`src/rtl/fetch_pkg.sv`:
```
// Shared types and constants for the instruction fetch stage.
// The HALT state only exists when FETCH_MISALIGN_TRAP_EN is defined.
package fetch_pkg;

  typedef enum logic [1:0] {
    REQ   = 2'd0,
    WAIT  = 2'd1,
    DRAIN = 2'd2
`ifdef FETCH_MISALIGN_TRAP_EN
    ,
    HALT  = 2'd3
`endif
  } fetch_state_t;

  // addi x0, x0, 0 -- presented whenever the output slot is empty
  localparam logic [31:0] NOP_INSTR = 32'h0000_0013;
  localparam logic [31:0] PC_INCR   = 32'd4;

endpackage

```
`src/rtl/fetch_unit_if.sv`:
```
// Instruction-memory request/response bus between the fetch stage and imem.
// Requests are always accepted in the cycle they are raised; each request is
// answered by exactly one imem_rvalid pulse some cycles later.
interface fetch_unit_if #(
  parameter int unsigned WIDTH = 32
);

  logic             imem_req;
  logic [WIDTH-1:0] imem_addr;
  logic             imem_rvalid;
  logic [WIDTH-1:0] imem_rdata;

  modport master (
    output imem_req,
    output imem_addr,
    input  imem_rvalid,
    input  imem_rdata
  );

  modport slave (
    input  imem_req,
    input  imem_addr,
    output imem_rvalid,
    output imem_rdata
  );

endinterface

```
`src/rtl/fetch_unit.sv`:
```
// Fetch stage: owns the PC, keeps a single instruction-memory request in
// flight and presents PCF/instrF/PCPlus4F to the FEC/DEC register.
// A redirect from execute has top priority and flushes both the output slot
// and any response still in flight (via the DRAIN state).
// Optional build macro FETCH_MISALIGN_TRAP_EN: a redirect to a target that is
// not word aligned raises misalignF and parks the unit in HALT until reset.
// Without the macro the low two target bits are simply cleared.
module fetch_unit #(
  parameter int unsigned      WIDTH     = 32,
  parameter logic [WIDTH-1:0] RESET_PC  = 32'h0000_0000,
  parameter logic [WIDTH-1:0] NOP_INSTR = fetch_pkg::NOP_INSTR
) (
  input  logic                clk,
  input  logic                rst,
  input  logic                stallF,
  input  logic                PCSrcE,
  input  logic [WIDTH-1:0]    PCTargetE,
  fetch_unit_if.master        imem,
  output logic                validF,
  output logic [WIDTH-1:0]    PCF,
  output logic [WIDTH-1:0]    instrF,
  output logic [WIDTH-1:0]    PCPlus4F
`ifdef FETCH_MISALIGN_TRAP_EN
  ,
  output logic                misalignF
`endif
);

  import fetch_pkg::*;

  localparam logic [WIDTH-1:0] INCR       = WIDTH'(PC_INCR);
  localparam logic [WIDTH-1:0] ALIGN_MASK = {{(WIDTH-2){1'b1}}, 2'b00};

  fetch_state_t     state_r;
  logic [WIDTH-1:0] pc_r;
  logic [WIDTH-1:0] pc_inc_s;
  logic [WIDTH-1:0] target_s;
  logic             free_s;
  logic             consume_s;
  logic             issue_s;
`ifdef FETCH_MISALIGN_TRAP_EN
  logic             trap_s;
`endif

  // Slot occupancy, request decision and next-PC candidates
  always_comb begin
    // The slot can take a new instruction when it is empty or being consumed,
    // so a request is never raised without room for its response.
    free_s    = !validF || !stallF;
    consume_s = validF && !stallF;
    issue_s   = (state_r == REQ) && free_s && !PCSrcE && !rst;
    pc_inc_s  = pc_r + INCR;
    target_s  = PCTargetE & ALIGN_MASK;
`ifdef FETCH_MISALIGN_TRAP_EN
    trap_s    = (state_r == HALT) || (PCSrcE && (PCTargetE[1:0] != 2'b00));
`endif
  end

  assign imem.imem_req  = issue_s;
  assign imem.imem_addr = pc_r;

  // PC, fetch state machine and the registered output slot
  always_ff @(posedge clk or posedge rst) begin
    if (rst) begin
      state_r  <= REQ;
      pc_r     <= RESET_PC;
      validF   <= 1'b0;
      PCF      <= '0;
      PCPlus4F <= '0;
      instrF   <= NOP_INSTR;
`ifdef FETCH_MISALIGN_TRAP_EN
      misalignF <= 1'b0;
`endif
    end else begin
`ifdef FETCH_MISALIGN_TRAP_EN
      if (trap_s) begin
        state_r   <= HALT;
        misalignF <= 1'b1;
        validF    <= 1'b0;
        instrF    <= NOP_INSTR;
      end else
`endif
      if (PCSrcE) begin
        // Redirect wins even over a stall: flush the slot and retarget.
        pc_r   <= target_s;
        validF <= 1'b0;
        instrF <= NOP_INSTR;
        case (state_r)
          // A response arriving this very cycle is dropped; otherwise the
          // outstanding one still has to be swallowed later.
          WAIT:    state_r <= imem.imem_rvalid ? REQ : DRAIN;
          default: state_r <= state_r;
        endcase
      end else if ((state_r == WAIT) && imem.imem_rvalid) begin
        validF   <= 1'b1;
        instrF   <= imem.imem_rdata;
        PCF      <= pc_r;
        PCPlus4F <= pc_inc_s;
        pc_r     <= pc_inc_s;
        state_r  <= REQ;
      end else begin
        if (consume_s) begin
          validF <= 1'b0;
          instrF <= NOP_INSTR;
        end
        case (state_r)
          REQ: begin
            if (issue_s) begin
              state_r <= WAIT;
            end
          end
          DRAIN: begin
            // Swallow the stale response, then fetch from the redirected PC.
            if (imem.imem_rvalid) begin
              state_r <= REQ;
            end
          end
          default: state_r <= state_r;
        endcase
      end
    end
  end

endmodule

```
`src/flat_wrapper.sv`:
```
// flat-port wrapper written by rule: the top's interface ports become plain ports
module fetch_unit_flat import fetch_pkg::*;
#(
  parameter int unsigned      WIDTH     = 32,
  parameter logic [WIDTH-1:0] RESET_PC  = 32'h0000_0000,
  parameter logic [WIDTH-1:0] NOP_INSTR = fetch_pkg::NOP_INSTR
)
  (clk, rst, stallF, PCSrcE, PCTargetE, validF, PCF, instrF, PCPlus4F, imem_imem_req, imem_imem_addr, imem_imem_rvalid, imem_imem_rdata);
  fetch_unit_if #(.WIDTH(WIDTH)) imem_i ();
  input  logic clk;
  input  logic rst;
  input  logic stallF;
  input  logic PCSrcE;
  input  logic [WIDTH-1:0] PCTargetE;
  output logic validF;
  output logic [WIDTH-1:0] PCF;
  output logic [WIDTH-1:0] instrF;
  output logic [WIDTH-1:0] PCPlus4F;
  output wire logic [$bits(imem_i.imem_req)-1:0] imem_imem_req;
  output wire logic [$bits(imem_i.imem_addr)-1:0] imem_imem_addr;
  input wire logic [$bits(imem_i.imem_rvalid)-1:0] imem_imem_rvalid;
  input wire logic [$bits(imem_i.imem_rdata)-1:0] imem_imem_rdata;
  assign imem_imem_req = imem_i.imem_req;
  assign imem_imem_addr = imem_i.imem_addr;
  assign imem_i.imem_rvalid = imem_imem_rvalid;
  assign imem_i.imem_rdata = imem_imem_rdata;
  fetch_unit #(.WIDTH(WIDTH), .RESET_PC(RESET_PC), .NOP_INSTR(NOP_INSTR)) u_core (.clk(clk), .rst(rst), .stallF(stallF), .PCSrcE(PCSrcE), .PCTargetE(PCTargetE), .imem(imem_i), .validF(validF), .PCF(PCF), .instrF(instrF), .PCPlus4F(PCPlus4F));
endmodule
```
`config.mk`:
```
export PLATFORM = sky130hd
export DESIGN_NAME = fetch_unit_flat
export DESIGN_NICKNAME = d
export VERILOG_FILES = /design/src/rtl/fetch_pkg.sv /design/src/rtl/fetch_unit_if.sv /design/src/rtl/fetch_unit.sv /design/src/flat_wrapper.sv
export SDC_FILE = /design/constraint.sdc
export NUM_CORES = 1
export LEC_CHECK = 0
export BUFFER_PORTS_ARGS = -buffer_cell sky130_fd_sc_hd__buf_2
export CAP_MARGIN = 0
export CORE_UTILIZATION = 50
export DETAILED_ROUTE_END_ITERATION = 10
export PLACE_DENSITY = 0.88
export SYNTH_ARGS = -nofsm -noshare
export SYNTH_HDL_FRONTEND = slang
export SYNTH_SLANG_ARGS = --single-unit
```
`constraint.sdc`:
```
create_clock -name clk -period 4.5 [get_ports clk]
set_input_delay 0.45 -clock clk [delete_from_list [all_inputs] [get_ports clk]]
set_output_delay 0.45 -clock clk [all_outputs]
set_load 0.05 [all_outputs]
```
==> impl_metrics.env, run 1 <==
export IMPL_yosys_cell_types_count=40
export IMPL_skew_ps=13.1
export IMPL_final_nets=828
export IMPL_crit_fanout=18
export IMPL_worstPathRequired_ps=4790
export IMPL_hpwl_um=9660
export IMPL_crit_family="simple AND/OR/NAND/NOR gates"
export IMPL_drt_iter0_drc=262
export IMPL_final_seq_area_um2=3130
export IMPL_place_gp_congestion=0.793
export IMPL_antenna_found_initial=1
export IMPL_path_cells="ha_1 -> nand3_4 -> or4_4 -> nor4_2 -> xor2_1 -> mux2_2"
export IMPL_place_area_um2=6650
export IMPL_rows=38
export IMPL_grt_pass1_wl_um=22700
export IMPL_grt_max_degree=93
export IMPL_synth_area_um2=5690
export IMPL_cts_root_buf="clkbuf_16"
export IMPL_start_util=0.518
export IMPL_cts_sinks=125
export IMPL_maxCapViolations=0
export IMPL_place_ws_ps=1720
export IMPL_cts_tree="yes"
export IMPL_cpPeakStageDelay_ps=710
export IMPL_hold_violations=0
export IMPL_grt_pass1_vias=4588
export IMPL_path_class="register to register"
export IMPL_ir_worst_vdd_mv=0.468
export IMPL_fin_area_um2=7230
export IMPL_cts_resized=0
export IMPL_num_vias=4835
export IMPL_powerDensity_nw_per_um2=684
export IMPL_gr_usage_all_layers=0.254
export IMPL_multi_input_area_um2=2340
export IMPL_grt_overflow=0
export IMPL_postSynthCellCount=593
export IMPL_seq_area_frac_synth=0.550
export IMPL_period_needed_ps=2610
export IMPL_timing_final_ws_setup_ps=1890
export IMPL_dr_pass1_iters=5
export IMPL_wl_per_cell_um=15.9
export IMPL_die_w_um=109
export IMPL_final_max_slew_viol_count=0
export IMPL_rsz0062_at_grt="false"
export IMPL_outcome="completed"
export IMPL_clkTransAtPathRegs_ps=60
export IMPL_post_cts_buffers=0
export IMPL_p_leak_nw=3.58
export IMPL_io_buffers=190
export IMPL_synth_warnings=0
export IMPL_synth_seq_cells=125
export IMPL_tightest_slew_ps=1100
export IMPL_insertion_delay_ps=400
export IMPL_clock_fmax_mhz=383
export IMPL_path_buf_inv=0
export IMPL_setup_violations=0
export IMPL_final_layout_size_suffix_gt1_frac=0.318
export IMPL_finalSetupTns_ps=0
export IMPL_htreeDepth=4
export IMPL_drc=0
export IMPL_area_growth_pct=27.0
export IMPL_cp_slowest_cell="or4_4"
export IMPL_die_h_um=109
export IMPL_cts_hold_buf=0
export IMPL_ios=199
export IMPL_ant_nets=0
export IMPL_vias_per_cell=5.31
export IMPL_cts_buffers=17
export IMPL_clockBufferDepth=2
export IMPL_hp_class="input pin to asynchronous set/reset pin"
export IMPL_antenna_cells=0
export IMPL_drt_wl_total_um=14500
export IMPL_syn_avg_cell_area_um2=9.60
export IMPL_coreArea_um2=11000
export IMPL_slew_headroom=0.267
export IMPL_cp_arrival_ps=2900
export IMPL_finalCritPeriodShare=0.581
export IMPL_end_kind="register"
export IMPL_start_kind="register"
export IMPL_die_area_um2=11800
export IMPL_fill_cells=877
-- placed cells by master, fill, tap and decap left out, types with 2 or more instances in the layout --
| cell | instances |
|---|---|
| nor3_2 | 4 |
| nor3b_1 | 2 |
| nor3_1 | 12 |
| o21ai_1 | 19 |
| nor2_1 | 20 |
| nand3_1 | 9 |
| inv_1 | 4 |
| o22a_1 | 3 |
| nor4_2 | 4 |
| o21ai_0 | 42 |
| nor4_1 | 8 |
| clkinv_2 | 3 |
| and4_1 | 3 |
| a21oi_1 | 3 |
| and2_1 | 2 |
| and3_1 | 2 |
| a22o_1 | 29 |
| bufinv_16 | 2 |
| buf_4 | 4 |
| clkinvlp_4 | 2 |
| xnor2_1 | 47 |
| nand2_1 | 166 |
| buf_2 | 190 |
| clkinv_4 | 3 |
| dfrtp_1 | 122 |
| dfstp_2 | 3 |
| inv_6 | 5 |
| clkbuf_16 | 17 |
| conb_1 | 6 |
| xor2_1 | 10 |
| nand4_1 | 10 |
-- cell type report --
class,instances,share of cell area
Clock inverter,15,0.0221
Inverter,5,0.00294
Clock buffer,17,0.0588
Sequential cell,125,0.433
Timing Repair Buffer,194,0.136
Tap cell,140,0.0242
Multi-Input combinational cell,415,0.323
-- report_power, final --
group | internal, W | switching [W]
combinational | 0.000405 | 0.00152
sequential | 0.00144 | 0.000221
clock | 0.000824 | 0.000533
-- synthesized netlist by cell type (all sizes together) --
cell	n	share of area
nand2	167	0.11
dfrtp	122	0.54
o21ai	61	0.054
xnor2	47	0.072
clkbuf	38	0.025
a22o	29	0.045
nor2	21	0.014
nor3	16	0.018
buf	15	0.017
nor4	12	0.018
nand3	10	0.011
nand4	10	0.011
xor2	10	0.015
inv	5	0.0033
a21oi	3	0.0026
and4	3	0.0046
dfstp	3	0.014
o22a	3	0.0046
and2	2	0.0022
and3	2	0.0022
nor3b	2	0.0026
or2	2	0.0022
and3b	1	0.0015
conb	1	0.00066
ha	1	0.0022
mux2	1	0.0020
mux2i	1	0.0018
nand2b	1	0.0011
nand3b	1	0.0013
nor4b	1	0.0026
or3	1	0.0011
or4	1	0.0020
-- sequential cells by signal, summed over array words and instances (netlist names) --
register and flops:
u_core.PCF 30, u_core.PCPlus4F 30, u_core.validF 1, u_core.state_r 2, u_core.imem.imem_addr 30, u_core.instrF 32
-- worst paths after layout --
| kind | start | to | slack [ps] | depth (start not counted) |
|---|---|---|---|---|
| max reg2reg | u_core.imem.imem_addr[2] | u_core.imem.imem_addr[24] | 1890 | 6 |
| min | rst | u_core.validF | 230 | 2 |
| min in group clk | PCTargetE[21] | u_core.imem.imem_addr[21] | 250 | 3 |
| max | u_core.imem.imem_addr[2] | u_core.imem.imem_addr[24] | 1890 | 6 |
| max in group asynchronous | rst | u_core.imem.imem_addr[31] | 3310 | 3 |
| min reg2reg | u_core.PCF[20] | u_core.PCF[20] | 470 | 2 |
-- kinds of logic after synthesis --
group,count (synthesis),synth area share
other,1,0.000659
buffers and inverters,58,0.0457
AOI/OAI and AO/OA,96,0.105
and+or+nand+nor,253,0.205
muxes,2,0.00374
DFF,125,0.550
adders and majority gates,1,0.00220
xor gates and xnor gates,57,0.0877
-- layer usage --
| layer | vias to the layer above | track usage | wire (µm) |
|---|---|---|---|
| met2 | 215 | 0.419 | 7090 |
| met5 | - | 0 | 13 |
| met4 | 2 | 0.0772 | 219 |
| met1 | 2297 | 0.326 | 6110 |
| met3 | 23 | 0.0693 | 1030 |
| li1 | 2298 | - | - |
-- metrics by stage --
step	power [W]	util	hold slack [ps]	std cells
2_1_floorplan	0.00312	-	538	598
3_3_place_gp	0.00355	0.605	448	879
3_5_place_dp	0.00360	0.605	457	879
4_1_cts	0.00497	0.658	246	911
5_1_grt	0.00518	0.658	250	911
6_report	0.00494	0.658	225	911
Power figures use the tool's default switching activity.
==> inputs of run 2 (changes only) <==
CORE_UTILIZATION = 45   (was 50)
PLACE_DENSITY = 0.84   (was 0.88)
clock period = 2.3 ns   (was 4.5 ns; I/O delays follow)
==> run 2 against run 1 <==
Against the previous run: core utilization decreased by 3.9 points; sequential share of layout area decreased by 1.6 points; non-clock buffer count increased by 21.
==> impl_metrics.env, run 2 (synthesis gave the netlist of run 1 again) <==
export IMPL_p_int_w=0.00562
export IMPL_io_buffers=190
export IMPL_wl_per_cell_um=15.1
export IMPL_sw_frac_of_total=0.433
export IMPL_die_h_um=114
export IMPL_largest_reg_flops=32
export IMPL_final_layout_size_suffix_gt1_frac=0.343
export IMPL_final_max_slew_viol_count=0
export IMPL_cts_tree="yes"
export IMPL_num_vias=4743
export IMPL_end_kind="register"
export IMPL_drc=0
export IMPL_p_leak_nw=3.72
export IMPL_grt_max_degree=73
export IMPL_final_cell_mix="buf_2 (190), nand2_1 (166), dfrtp_1 (113), xnor2_1 (47), o21ai_0 (42)"
export IMPL_whs_path_depth=3
export IMPL_vias_per_cell=4.94
export IMPL_drt_wl_total_um=14500
export IMPL_reg2reg_slack_ps=200
export IMPL_place_gp_congestion=0.822
export IMPL_reg2reg_to="u_core.imem.imem_addr[24]"
export IMPL_crit_fanout=12
export IMPL_insertion_delay_ps=410
export IMPL_finalCritPeriodShare=0.912
export IMPL_maxCapViolations=0
export IMPL_start_util=0.468
export IMPL_rsz0062_at_grt="false"
export IMPL_hold_violations=0
export IMPL_period_needed_ps=2100
export IMPL_r2r_cells=6
export IMPL_skew_ps=6.24
export IMPL_post_place_cells=927
export IMPL_grt_pass1_wl_um=23400
export IMPL_ir_worst_vdd_mv=0.760
export IMPL_top_register="u_core.instrF"
export IMPL_final_common_cell="buf_2"
export IMPL_gr_usage_all_layers=0.237
export IMPL_htreeDepth=4
export IMPL_path_class="register to register"
export IMPL_cts_sinks=125
export IMPL_fin_area_um2=7540
export IMPL_drt_iter0_drc=252
export IMPL_timing_rr_start="u_core.imem.imem_addr[3]"
export IMPL_ant_nets=0
export IMPL_timing_final_ws_setup_ps=202
export IMPL_powerDensity_nw_per_um2=1310
export IMPL_start_kind="register"
export IMPL_p_seq_frac=0.325
export IMPL_worstPathRequired_ps=2590
export IMPL_power_switching_w=0.00429
export IMPL_min_from="PCTargetE[9]"
export IMPL_ios=199
export IMPL_slew_headroom=0.351
export IMPL_cts_buffers=17
export IMPL_final_nets=849
export IMPL_min_to="u_core.imem.imem_addr[9]"
export IMPL_pwr_share_clk=0.288
export IMPL_finalSetupTns_ps=0
export IMPL_post_cts_buffers=0
export IMPL_cp_arrival_ps=2390
export IMPL_antenna_found_initial=1
export IMPL_clockBufferDepth=2
export IMPL_grt_overflow=0
export IMPL_clkTransAtPathRegs_ps=50
export IMPL_grt_pass1_vias=4582
export IMPL_cts_resized=0
export IMPL_outcome="completed"
export IMPL_die_area_um2=13100
export IMPL_rows=40
export IMPL_layout_cells_non_filler=960
export IMPL_place_ws_ps=196
export IMPL_clock_fmax_mhz=477
export IMPL_cts_root_buf="clkbuf_16"
export IMPL_area_growth_pct=32.4
export IMPL_place_area_um2=6890
export IMPL_hpwl_um=10400
export IMPL_hp_class="input pin to register"
export IMPL_die_w_um=114
export IMPL_p_comb_frac=0.388
export IMPL_dr_pass1_iters=4
export IMPL_setup_violations=0
export IMPL_tightest_slew_ps=974
export IMPL_fill_cells=1017
export IMPL_coreArea_um2=12200
-- run 2: cell count changes in the layout (fill, tap and decap cells not counted), sizes merged --
cell         before  now
buf             194  214
clkbuf           17   25
inv              10    4
clkinv            6    2
bufinv            2    4
clkinvlp          2    1
diode             0    1
dlygate4sd3       0    1
-- run 2: per-stage QoR --
stage                      util  hold WS (ps)  total power, W
after global routing      0.620          23.0          0.0104
after CTS                 0.620          8.72         0.00999
final                     0.620          26.6         0.00990
after floorplan               -           351         0.00613
after global placement    0.566           401         0.00704
after detailed placement  0.566           411         0.00712
-- run 2: power groups by stage --
stage	Combinational [W]	Sequential, W	Clock (W)
2_1_floorplan	0.000808	0.00532	0
3_3_place_gp	0.00382	0.00322	0
3_5_place_dp	0.00387	0.00325	0
4_1_cts	0.00387	0.00322	0.00290
5_1_grt	0.00409	0.00329	0.00302
6_report	0.00384	0.00322	0.00285
-- run 2: worst max path at each step --
stage                                 to  depth (start not counted)                       from
6_report       u_core.imem.imem_addr[24]                          6   u_core.imem.imem_addr[3]
5_1_grt        u_core.imem.imem_addr[22]                          6  u_core.imem.imem_addr[11]
4_1_cts        u_core.imem.imem_addr[24]                          6   u_core.imem.imem_addr[3]
3_5_place_dp   u_core.imem.imem_addr[24]                          6   u_core.imem.imem_addr[3]
3_3_place_gp   u_core.imem.imem_addr[24]                          6   u_core.imem.imem_addr[3]
2_1_floorplan  u_core.imem.imem_addr[24]                          7   u_core.imem.imem_addr[2]
-- run 2: cell type report --
type	count	area, µm²	share of cell area
tap	168	210	0.0279
clock inverter	6	130	0.0173
multi-input combinational	415	2360	0.313
inverter	5	22.5	0.00299
antenna	1	2.50	0.000332
sequential	125	3140	0.417
timing repair buffer	215	1170	0.155
clock buffer	25	505	0.0671
-- run 2: per-layer routing --
layer / vias up / wire (µm) / global-route usage
met2: 185 / 6840 / 0.367
met1: 2203 / 6370 / 0.311
met3: 19 / 1040 / 0.0757
met5: - / 0 / 0
met4: 0 / 202 / 0.0926
li1: 2336 / - / -
-- run 2: repair_timing --
item                                   CTS  global route
hold buffers                             1             0
endpoints found under the hold margin   72             0
setup endpoints to repair                0             0
-- run 2: critical path, stage by stage (launching register included) --
cell and delay, ps:
dfrtp_2 380, ha_4 160, nand3_4 80, or4_4 660, nor4_4 330, xor2_1 100
mux2_2 270
